<file path="src/rtl/dma_arb_pkg.sv">
// Shared definitions for the DMA request arbiter.
//   - NchDefault / BeatsDefault : default channel count and beats per transfer
//   - arb_state_e               : arbiter FSM state encoding
//   - wrap_idx()                : modulo helper for round-robin index arithmetic
package dma_arb_pkg;

  localparam int unsigned NchDefault   = 4;
  localparam int unsigned BeatsDefault = 8;

  typedef enum logic [1:0] {
    StIdle  = 2'd0,
    StGrant = 2'd1,
    StXfer  = 2'd2,
    StDone  = 2'd3
  } arb_state_e;

  // Reduce an index into the range 0..n-1.
  function automatic int unsigned wrap_idx(input int unsigned idx, input int unsigned n);
    return idx % n;
  endfunction

endpackage

</file>
<file path="src/rtl/rr_pick.sv">
// Round-robin picker: returns the first set bit of req at or above ptr, searching upward
// and wrapping from NCH-1 back to 0.
// Ports:
//   req   - request vector, one bit per channel
//   ptr   - channel index where the search starts
//   grant - index of the winning channel (0 when nothing is requested)
//   valid - high when any request bit is set
module rr_pick
  import dma_arb_pkg::*;
#(
  parameter int unsigned NCH = NchDefault
) (
  input  logic [NCH-1:0]         req,
  input  logic [$clog2(NCH)-1:0] ptr,
  output logic [$clog2(NCH)-1:0] grant,
  output logic                   valid
);

  localparam int unsigned ChW = $clog2(NCH);

  logic [ChW-1:0] cand;

  always_comb begin
    grant = '0;
    valid = 1'b0;
    cand  = '0;
    for (int unsigned off = 0; off < NCH; off++) begin
      cand = ChW'(wrap_idx(32'(ptr) + off, NCH));
      // First hit wins; later candidates are further from ptr.
      if (!valid && req[cand]) begin
        grant = cand;
        valid = 1'b1;
      end
    end
  end

endmodule

</file>
<file path="src/rtl/dma_req_arb.sv">
// DMA request arbiter: shares one AHB master port among NCH channels, each with a level
// read request and a level write request. A round-robin pointer picks the next channel;
// a channel asking for both directions gets its write first. Each grant issues one
// mst_start and then counts BEATS data beats (or stops early on mst_err) before pulsing
// req_done (and req_err on error) back to the granted channel.
// Ports:
//   hclk, hresetn      - clock and asynchronous active-low reset
//   rd_req, wr_req     - per-channel level requests, held until req_done
//   req_done, req_err  - one-cycle completion / error pulse on the granted channel
//   mst_start          - transfer start to the master, only in GRANT and only while ready
//   mst_write, mst_ch  - direction and channel of the current/last grant
//   mst_ready          - master can accept mst_start
//   mst_beat, mst_err  - beat completion and error response from the master
//   busy               - arbiter is not idle
module dma_req_arb
  import dma_arb_pkg::*;
#(
  parameter int unsigned NCH   = NchDefault,   // 2..8
  parameter int unsigned BEATS = BeatsDefault  // 1..16
) (
  input  logic                   hclk,
  input  logic                   hresetn,
  input  logic [NCH-1:0]         rd_req,
  input  logic [NCH-1:0]         wr_req,
  output logic [NCH-1:0]         req_done,
  output logic [NCH-1:0]         req_err,
  output logic                   mst_start,
  output logic                   mst_write,
  output logic [$clog2(NCH)-1:0] mst_ch,
  input  logic                   mst_ready,
  input  logic                   mst_beat,
  input  logic                   mst_err,
  output logic                   busy
);

  localparam int unsigned ChW  = $clog2(NCH);
  localparam int unsigned CntW = $clog2(BEATS + 1);

  arb_state_e     state_q, state_d;
  logic [ChW-1:0] rr_ptr_q, rr_ptr_d;
  logic [CntW-1:0] cnt_q, cnt_d;
  logic           err_q, err_d;
  logic [ChW-1:0] ch_q, ch_d;
  logic           write_q, write_d;

  logic [NCH-1:0] req_any;
  logic [ChW-1:0] pick_ch;
  logic           pick_valid;

  assign req_any = rd_req | wr_req;

  rr_pick #(
    .NCH(NCH)
  ) u_rr_pick (
    .req  (req_any),
    .ptr  (rr_ptr_q),
    .grant(pick_ch),
    .valid(pick_valid)
  );

  always_comb begin
    state_d   = state_q;
    rr_ptr_d  = rr_ptr_q;
    cnt_d     = cnt_q;
    err_d     = err_q;
    ch_d      = ch_q;
    write_d   = write_q;
    mst_start = 1'b0;
    req_done  = '0;
    req_err   = '0;

    unique case (state_q)
      StIdle: begin
        if (pick_valid) begin
          ch_d    = pick_ch;
          // Drain before refill: a pending write beats a pending read on the same channel.
          write_d = wr_req[pick_ch];
          state_d = StGrant;
        end
      end

      StGrant: begin
        mst_start = mst_ready;
        if (mst_ready) begin
          state_d = StXfer;
        end
      end

      StXfer: begin
        // Error takes priority even when it lands on the final beat.
        if (mst_err) begin
          err_d   = 1'b1;
          state_d = StDone;
        end else if (mst_beat) begin
          cnt_d = cnt_q + CntW'(1);
          if (cnt_d == CntW'(BEATS)) begin
            state_d = StDone;
          end
        end
      end

      StDone: begin
        req_done[ch_q] = 1'b1;
        req_err[ch_q]  = err_q;
        rr_ptr_d       = ChW'(wrap_idx(32'(ch_q) + 32'd1, NCH));
        cnt_d          = '0;
        err_d          = 1'b0;
        state_d        = StIdle;
      end

      default: begin
        state_d = StIdle;
      end
    endcase
  end

  // Reset abandons any transfer in flight; no req_done is produced for it.
  always_ff @(posedge hclk or negedge hresetn) begin
    if (!hresetn) begin
      state_q  <= StIdle;
      rr_ptr_q <= '0;
      cnt_q    <= '0;
      err_q    <= 1'b0;
      ch_q     <= '0;
      write_q  <= 1'b0;
    end else begin
      state_q  <= state_d;
      rr_ptr_q <= rr_ptr_d;
      cnt_q    <= cnt_d;
      err_q    <= err_d;
      ch_q     <= ch_d;
      write_q  <= write_d;
    end
  end

  assign mst_ch    = ch_q;
  assign mst_write = write_q;
  assign busy      = (state_q != StIdle);

  a_done_onehot: assert property (@(posedge hclk) disable iff (!hresetn)
    $onehot0(req_done));

  a_start_in_grant: assert property (@(posedge hclk) disable iff (!hresetn)
    mst_start |-> (state_q == StGrant));

endmodule

</file>
<file path="config.mk">
export PLATFORM = sky130hd
export DESIGN_NAME = dma_req_arb
export DESIGN_NICKNAME = d
export VERILOG_FILES = /design/src/rtl/dma_arb_pkg.sv /design/src/rtl/rr_pick.sv /design/src/rtl/dma_req_arb.sv
export SDC_FILE = /design/constraint.sdc
export NUM_CORES = 1
export LEC_CHECK = 0
export CORE_ASPECT_RATIO = 1.75
export CORE_MARGIN = 1
export CORE_UTILIZATION = 26
export CTS_CLUSTER_DIAMETER = 150
export DETAILED_ROUTE_END_ITERATION = 12
export PLACE_DENSITY = 0.59
export SLEW_MARGIN = 5
export SYNTH_ARGS = -nofsm -noshare
export SYNTH_HDL_FRONTEND = slang
export SYNTH_HIERARCHICAL = 1
export SYNTH_SLANG_ARGS = --single-unit
export TNS_END_PERCENT = 1
</file>
<file path="constraint.sdc">
create_clock -name hclk -period 5.5 [get_ports hclk]
set_clock_uncertainty 0.15 [all_clocks]
set_input_delay 0.55 -clock hclk [delete_from_list [all_inputs] [get_ports hclk]]
set_output_delay 0.55 -clock hclk [all_outputs]
set_load 0.03 [all_outputs]
</file>
======== Word-level counts from Yosys, hierarchy flattened ========
Index checks and enable logic that the tools add are counted.
cells by class
  bitwise operators ....................... 2
  $lt $le $gt $ge ......................... 7
  reductions and logical operators ........ 14
  multiplexer cells ....................... 34
  equality and inequality tests ........... 11
  add/subtract/negate cells ............... 5
operator list
  kind                                                                           count
  2-bit by 3-bit less-than comparator with 1-bit output (second input constant)  6
  2-bit two-way mux                                                              9
  4-bit two-way mux                                                              4
  1-bit two-way mux                                                              12
  1-bit binary-select mux with 2-bit select                                      5
  2-bit != test (second input constant)                                          5
  2-bit case mux with 4 select lines                                             1
  4-bit case mux with 2 select lines                                             1
  3-bit != test (second input constant)                                          2
  2-bit by 1-bit adder with 2-bit output (second input constant)                 2
  2-bit adder (second input constant)                                            2
  4-bit by 1-bit adder with 4-bit output (second input constant)                 1
  4-bit AND                                                                      1
  2-bit == test (second input constant)                                          2
  4-bit == test (second input constant)                                          1
  1-bit logical AND                                                              4
  4-bit OR                                                                       1
  2-bit AND reduction                                                            2
  4-bit AND reduction                                                            1
  2-bit nonzero test                                                             2
  1-bit zero test                                                                3
  3-bit AND reduction                                                            1
  1-bit demux with 2-bit select                                                  1
  2-bit by 1-bit == test with 1-bit output (second input constant)               1
  3 further kinds                                                                3
word-level totals
  register bits ........................... 12

======== Depth between registers and ports, before layout ========
  depth in word-level cells ............... 15
  depth in mapped cells ................... 7

======== Cells and area by module ========
The synthesis kept the hierarchy.
by module, submodules not included
  module       cells an instance  instances  area an instance (um2)  seq. area each (um2)
  dma_req_arb  82                 1          837.1                   300.3
  rr_pick      15                 1          77.6                    0.0

======== Worst setup path after synthesis ========
No wires, ideal clock.
  path type ............................... in2reg
  from .................................... input wr_req[0]
  to ...................................... register write_q, in the netlist mst_write
  setup time .............................. 0.125 ns
  arrival time ............................ 2.035 ns
  slack ................................... 3.190 ns
  buffers on the path ..................... 0
  cell stages on the path ................. 6
  path through ............................ or2_2 a21oi_1 o21ai_0 a21oi_1 mux4_2 mux2_2
between the ends
  word-level cells in the longest chain between the ends .. 15
RTL lines
  element                                        line                text
  start, declared                                dma_req_arb.sv:24   input logic [NCH-1:0] wr_req,
  4-bit OR (*)                                   dma_req_arb.sv:50   assign req_any = rd_req | wr_req;
  1-bit binary-select mux with 2-bit select      rr_pick.sv:30       if (!valid && req[cand]) begin
  1-bit two-way mux (not written as such)        rr_pick.sv:30
  1-bit two-way mux                              rr_pick.sv:30
  1-bit zero test                                rr_pick.sv:30
  1-bit logical AND                              rr_pick.sv:30
  1-bit two-way mux                              rr_pick.sv:30
  1-bit zero test                                rr_pick.sv:30
  1-bit logical AND                              rr_pick.sv:30
  1-bit two-way mux                              rr_pick.sv:30
  1-bit zero test                                rr_pick.sv:30
  1-bit logical AND                              rr_pick.sv:30
  2-bit two-way mux (*)                          rr_pick.sv:30
  net pick_ch[1]                                 dma_req_arb.sv:47   logic [ChW-1:0] pick_ch;
  1-bit binary-select mux with 2-bit select (*)  dma_req_arb.sv:77   write_d = wr_req[pick_ch];
  1-bit two-way mux (not written as such) (*)    dma_req_arb.sv:77
  end signal, assigned                           dma_req_arb.sv:132  write_q <= write_d;
  end, declared                                  dma_req_arb.sv:44   logic write_q, write_d;
Mark *: on every way through the listed nets, which the timed path passes. The rest lies on a longest branch. The select of a mux whose other input is x is not followed.
A chain may end at the register's enable or synchronous reset.

======== Worst setup path in the final report ========
  from .................................... register state_q[1]
  to ...................................... output req_err[3]
between the ends
  word-level cells in the longest chain between the ends .. 2
RTL lines
  element                 line                text
  start, declared         dma_req_arb.sv:39   arb_state_e state_q, state_d;
  start signal, assigned  dma_req_arb.sv:120  state_q <= StIdle;
  start signal, assigned  dma_req_arb.sv:127  state_q <= state_d;
  2-bit == test           dma_req_arb.sv:72   unique case (state_q)
  4-bit two-way mux       dma_req_arb.sv:72
  end, declared           dma_req_arb.sv:26   output logic [NCH-1:0] req_err,
Every way passes these cells.

==> results.sh <==
export IMPL_outcome="complete, no violations"
export IMPL_fin_crit_sh_pct=48.6
export IMPL_grt_pass1_wl_microns=3260
export IMPL_p_leak_nw=0.572
export IMPL_ys_ff_latch=12
export IMPL_peakVddDrop_mv=0.159
export IMPL_place_gp_congestion=0.826
export IMPL_setup_viol=0
export IMPL_grt_max_degree=15
export IMPL_path_clk_slew_ns=0.05
export IMPL_max_freq_mhz=374
export IMPL_grt_pass1_vias=787
export IMPL_r2r_slack_ns=3.53
export IMPL_min_to="mst_write"
export IMPL_power_switching_uw=276
export IMPL_hold_viol=0
export IMPL_yosysUniqueCellTypes=34
export IMPL_n_antenna_cell=0
export IMPL_initial_core_util_pct=27.2
export IMPL_drv_cap=0
export IMPL_grt_usage_pct=12.4
export IMPL_die_area_sq_um=3770
export IMPL_whs_path_depth=1
export IMPL_cts_resized=0
export IMPL_die_h_microns=80.5
export IMPL_holdCritStartpoint="mst_write"
export IMPL_drv_slew=0
export IMPL_layout_common_cells="25 x clkdlybuf4s50_1, 12 x inv_1, 12 x dfrtp_1"
export IMPL_io_pins=26
export IMPL_synth_area_per_cell_sq_um=9.43
export IMPL_crit_chain="ha_1, and3_1, clkdlybuf4s50_1"
export IMPL_firstDrtPassIters=4
export IMPL_clock_latency_ns=0.25
export IMPL_syn_area_sq_um=915
export IMPL_period_minus_slack_ns=2.67
export IMPL_nets=147
export IMPL_cp_slowest_stage_delay_ns=0.67
export IMPL_startpoint_type="flop"
export IMPL_p_sw_share_pct=43.1
export IMPL_die_w_microns=46.8
export IMPL_core_sq_um=3360
export IMPL_cts_buffers=3
export IMPL_antenna_found_initial=0
export IMPL_vias=811
export IMPL_pwr_share_comb_pct=55.5
export IMPL_r2r_start="state_q[0]"
export IMPL_required_ns=4.80
export IMPL_htreeDepth=1
export IMPL_drc=0
export IMPL_final_area_sq_um=1260
export IMPL_synthesis_nets=120
export IMPL_cts_root_buffer="clkbuf_8"
export IMPL_crit_fanout=14
export IMPL_syn_inst=97
export IMPL_port_buffers=25
export IMPL_cts_buffer_depth=2
export IMPL_rows=28
export IMPL_slew_headroom_pct=62.2
export IMPL_crit_type="reg -> out"
export IMPL_cts_setup_buffers=0
export IMPL_fin_setup_tns_ns=0
export IMPL_wl_per_cell_microns=12.8
export IMPL_p_total_uw=639
export IMPL_rr_endpoint="state_q[1]"
export IMPL_grt_overflow_total=0
export IMPL_postRouteAntennaNets=0
export IMPL_hp_class="reg -> reg"
export IMPL_slowest_stage="clkdlybuf4s50_1"
export IMPL_tightest_slew_ns=0.566
export IMPL_seq_power_share_pct=29.1
export IMPL_wl_met2_microns=1190
export IMPL_internal_power_uw=363
export IMPL_synth_seq_area_share_pct=32.8
export IMPL_wl_met3_microns=71
export IMPL_wl_met1_microns=838
export IMPL_yosys_warnings=6
export IMPL_critPathCaptureType="primary output"
export IMPL_final_common_cell="clkdlybuf4s50_1"
export IMPL_arrival_ns=1.97
export IMPL_p_clk_share_pct=15.4
export IMPL_dp_hpwl_microns=1710
export IMPL_top_layer="met4"
export IMPL_hold_buffers=0
export IMPL_vias_per_cell=4.83
export IMPL_power_density_nw_per_um2=506
export IMPL_ff2ff_path_depth=6
export IMPL_clkSinkCount=12
export IMPL_cts_tree="yes"
export IMPL_wl_microns=2150
export IMPL_drt_iter0_markers=20
export IMPL_rsz0062_at_grt="no"
export IMPL_place_area_sq_um=1210
export IMPL_area_growth_pct=38.0
export IMPL_layout_drive_gt1_share_pct=15.4
[how the worst max path moves through the flow]
stage | start | to | cells after the start
after global routing | state_q[1] | req_err[0] | 3
after global placement | wr_req[0] | mst_write | 7
after detailed placement | wr_req[0] | mst_write | 7
after floorplan | wr_req[0] | mst_write | 6
after CTS | state_q[1] | req_err[3] | 3
final | state_q[1] | req_err[3] | 3
[cells in the mapped netlist]
cell type / count / share of area [%]
o21ai_1: 2 / 1.1
o32a_2: 1 / 1.2
ha_1: 10 / 14
or2_2: 4 / 2.7
nor2_1: 2 / 0.82
a21oi_2: 1 / 0.96
o2111ai_1: 1 / 0.96
mux2_2: 5 / 6.2
nor4b_1: 1 / 0.96
inv_2: 1 / 0.41
and3_1: 4 / 2.7
buf_2: 2 / 1.1
o21ai_0: 2 / 1.1
o2bb2ai_1: 1 / 0.96
a21o_1: 1 / 0.82
nand4b_1: 1 / 0.96
mux2_4: 1 / 1.6
inv_1: 12 / 4.9
o221ai_1: 1 / 0.96
a21oi_1: 7 / 3.8
nand3_1: 3 / 1.6
and3b_1: 1 / 0.96
nor3_1: 2 / 1.1
nand4_1: 1 / 0.68
nand2_1: 4 / 1.6
a221o_1: 1 / 1.1
mux4_2: 1 / 2.5
a32o_1: 2 / 2.2
nand2b_1: 2 / 1.4
and2_1: 5 / 3.4
dfrtp_1: 12 / 33
a21boi_0: 1 / 0.82
o22ai_2: 1 / 1.4
clkbuf_1: 1 / 0.41
[flip-flops by register name, indices dropped and copies added, names as in the netlist]
| register | cells |
|---|---|
| state_q | 2 |
| rr_ptr_q | 2 |
| cnt_q | 4 |
| mst_write | 1 |
| mst_ch | 2 |
| err_q | 1 |
[power groups by stage]
stage               clock network [mW]  registers, mW  logic (mW)
floorplan                            0          0.195       0.229
global route                     0.104          0.193       0.388
finish                          0.0982          0.186       0.355
global placement                     0          0.185       0.348
detailed placement                   0          0.188       0.356
CTS                              0.102          0.186       0.358
[layout make-up]
type / instances / area, sq um
multi-input combinational: 69 / 552
fill: 354 / 2100
inverter: 13 / 48.8
clock buffer: 4 / 55.1
sequential: 12 / 300
tap: 45 / 56.3
timing repair buffer: 25 / 250
[kinds of logic after synthesis]
| group | after synthesis | share of synthesized area (%) |
|---|---|---|
| compound gates | 22 | 17.4 |
| fa+ha+maj | 10 | 13.7 |
| buf+inv | 16 | 6.84 |
| flops | 12 | 32.8 |
| mux | 7 | 10.3 |
| simple gates | 30 | 19.0 |
[stage by stage]
stage                     worst slack [ns]  hold slack, ns  std cells  util (%)
after detailed placement              2.68           0.362        164      35.9
final                                 2.83           0.366        168      37.5
after global routing                  2.72           0.398        168      37.5
after global placement                2.68           0.343        164      35.9
after floorplan                       3.19           0.104         97         -
after CTS                             2.81           0.374        168      37.5
[critical path: cells and delay by family (launching register included)]
family        cells  cell delay (ns)
simple gates      1             0.23
flops             1             0.39
buf+inv           1             0.67
fa+ha+maj         1             0.43
[metal layers]
| metal | vias to the layer above | global-route usage, % |
|---|---|---|
| met3 | 5 | 2.47 |
| met4 | 0 | 8.86 |
| met5 | - | 0 |
| met2 | 25 | 22.4 |
| li1 | 394 | - |
| met1 | 387 | 11.1 |
No activity file was read; power rests on OpenSTA's default activity.
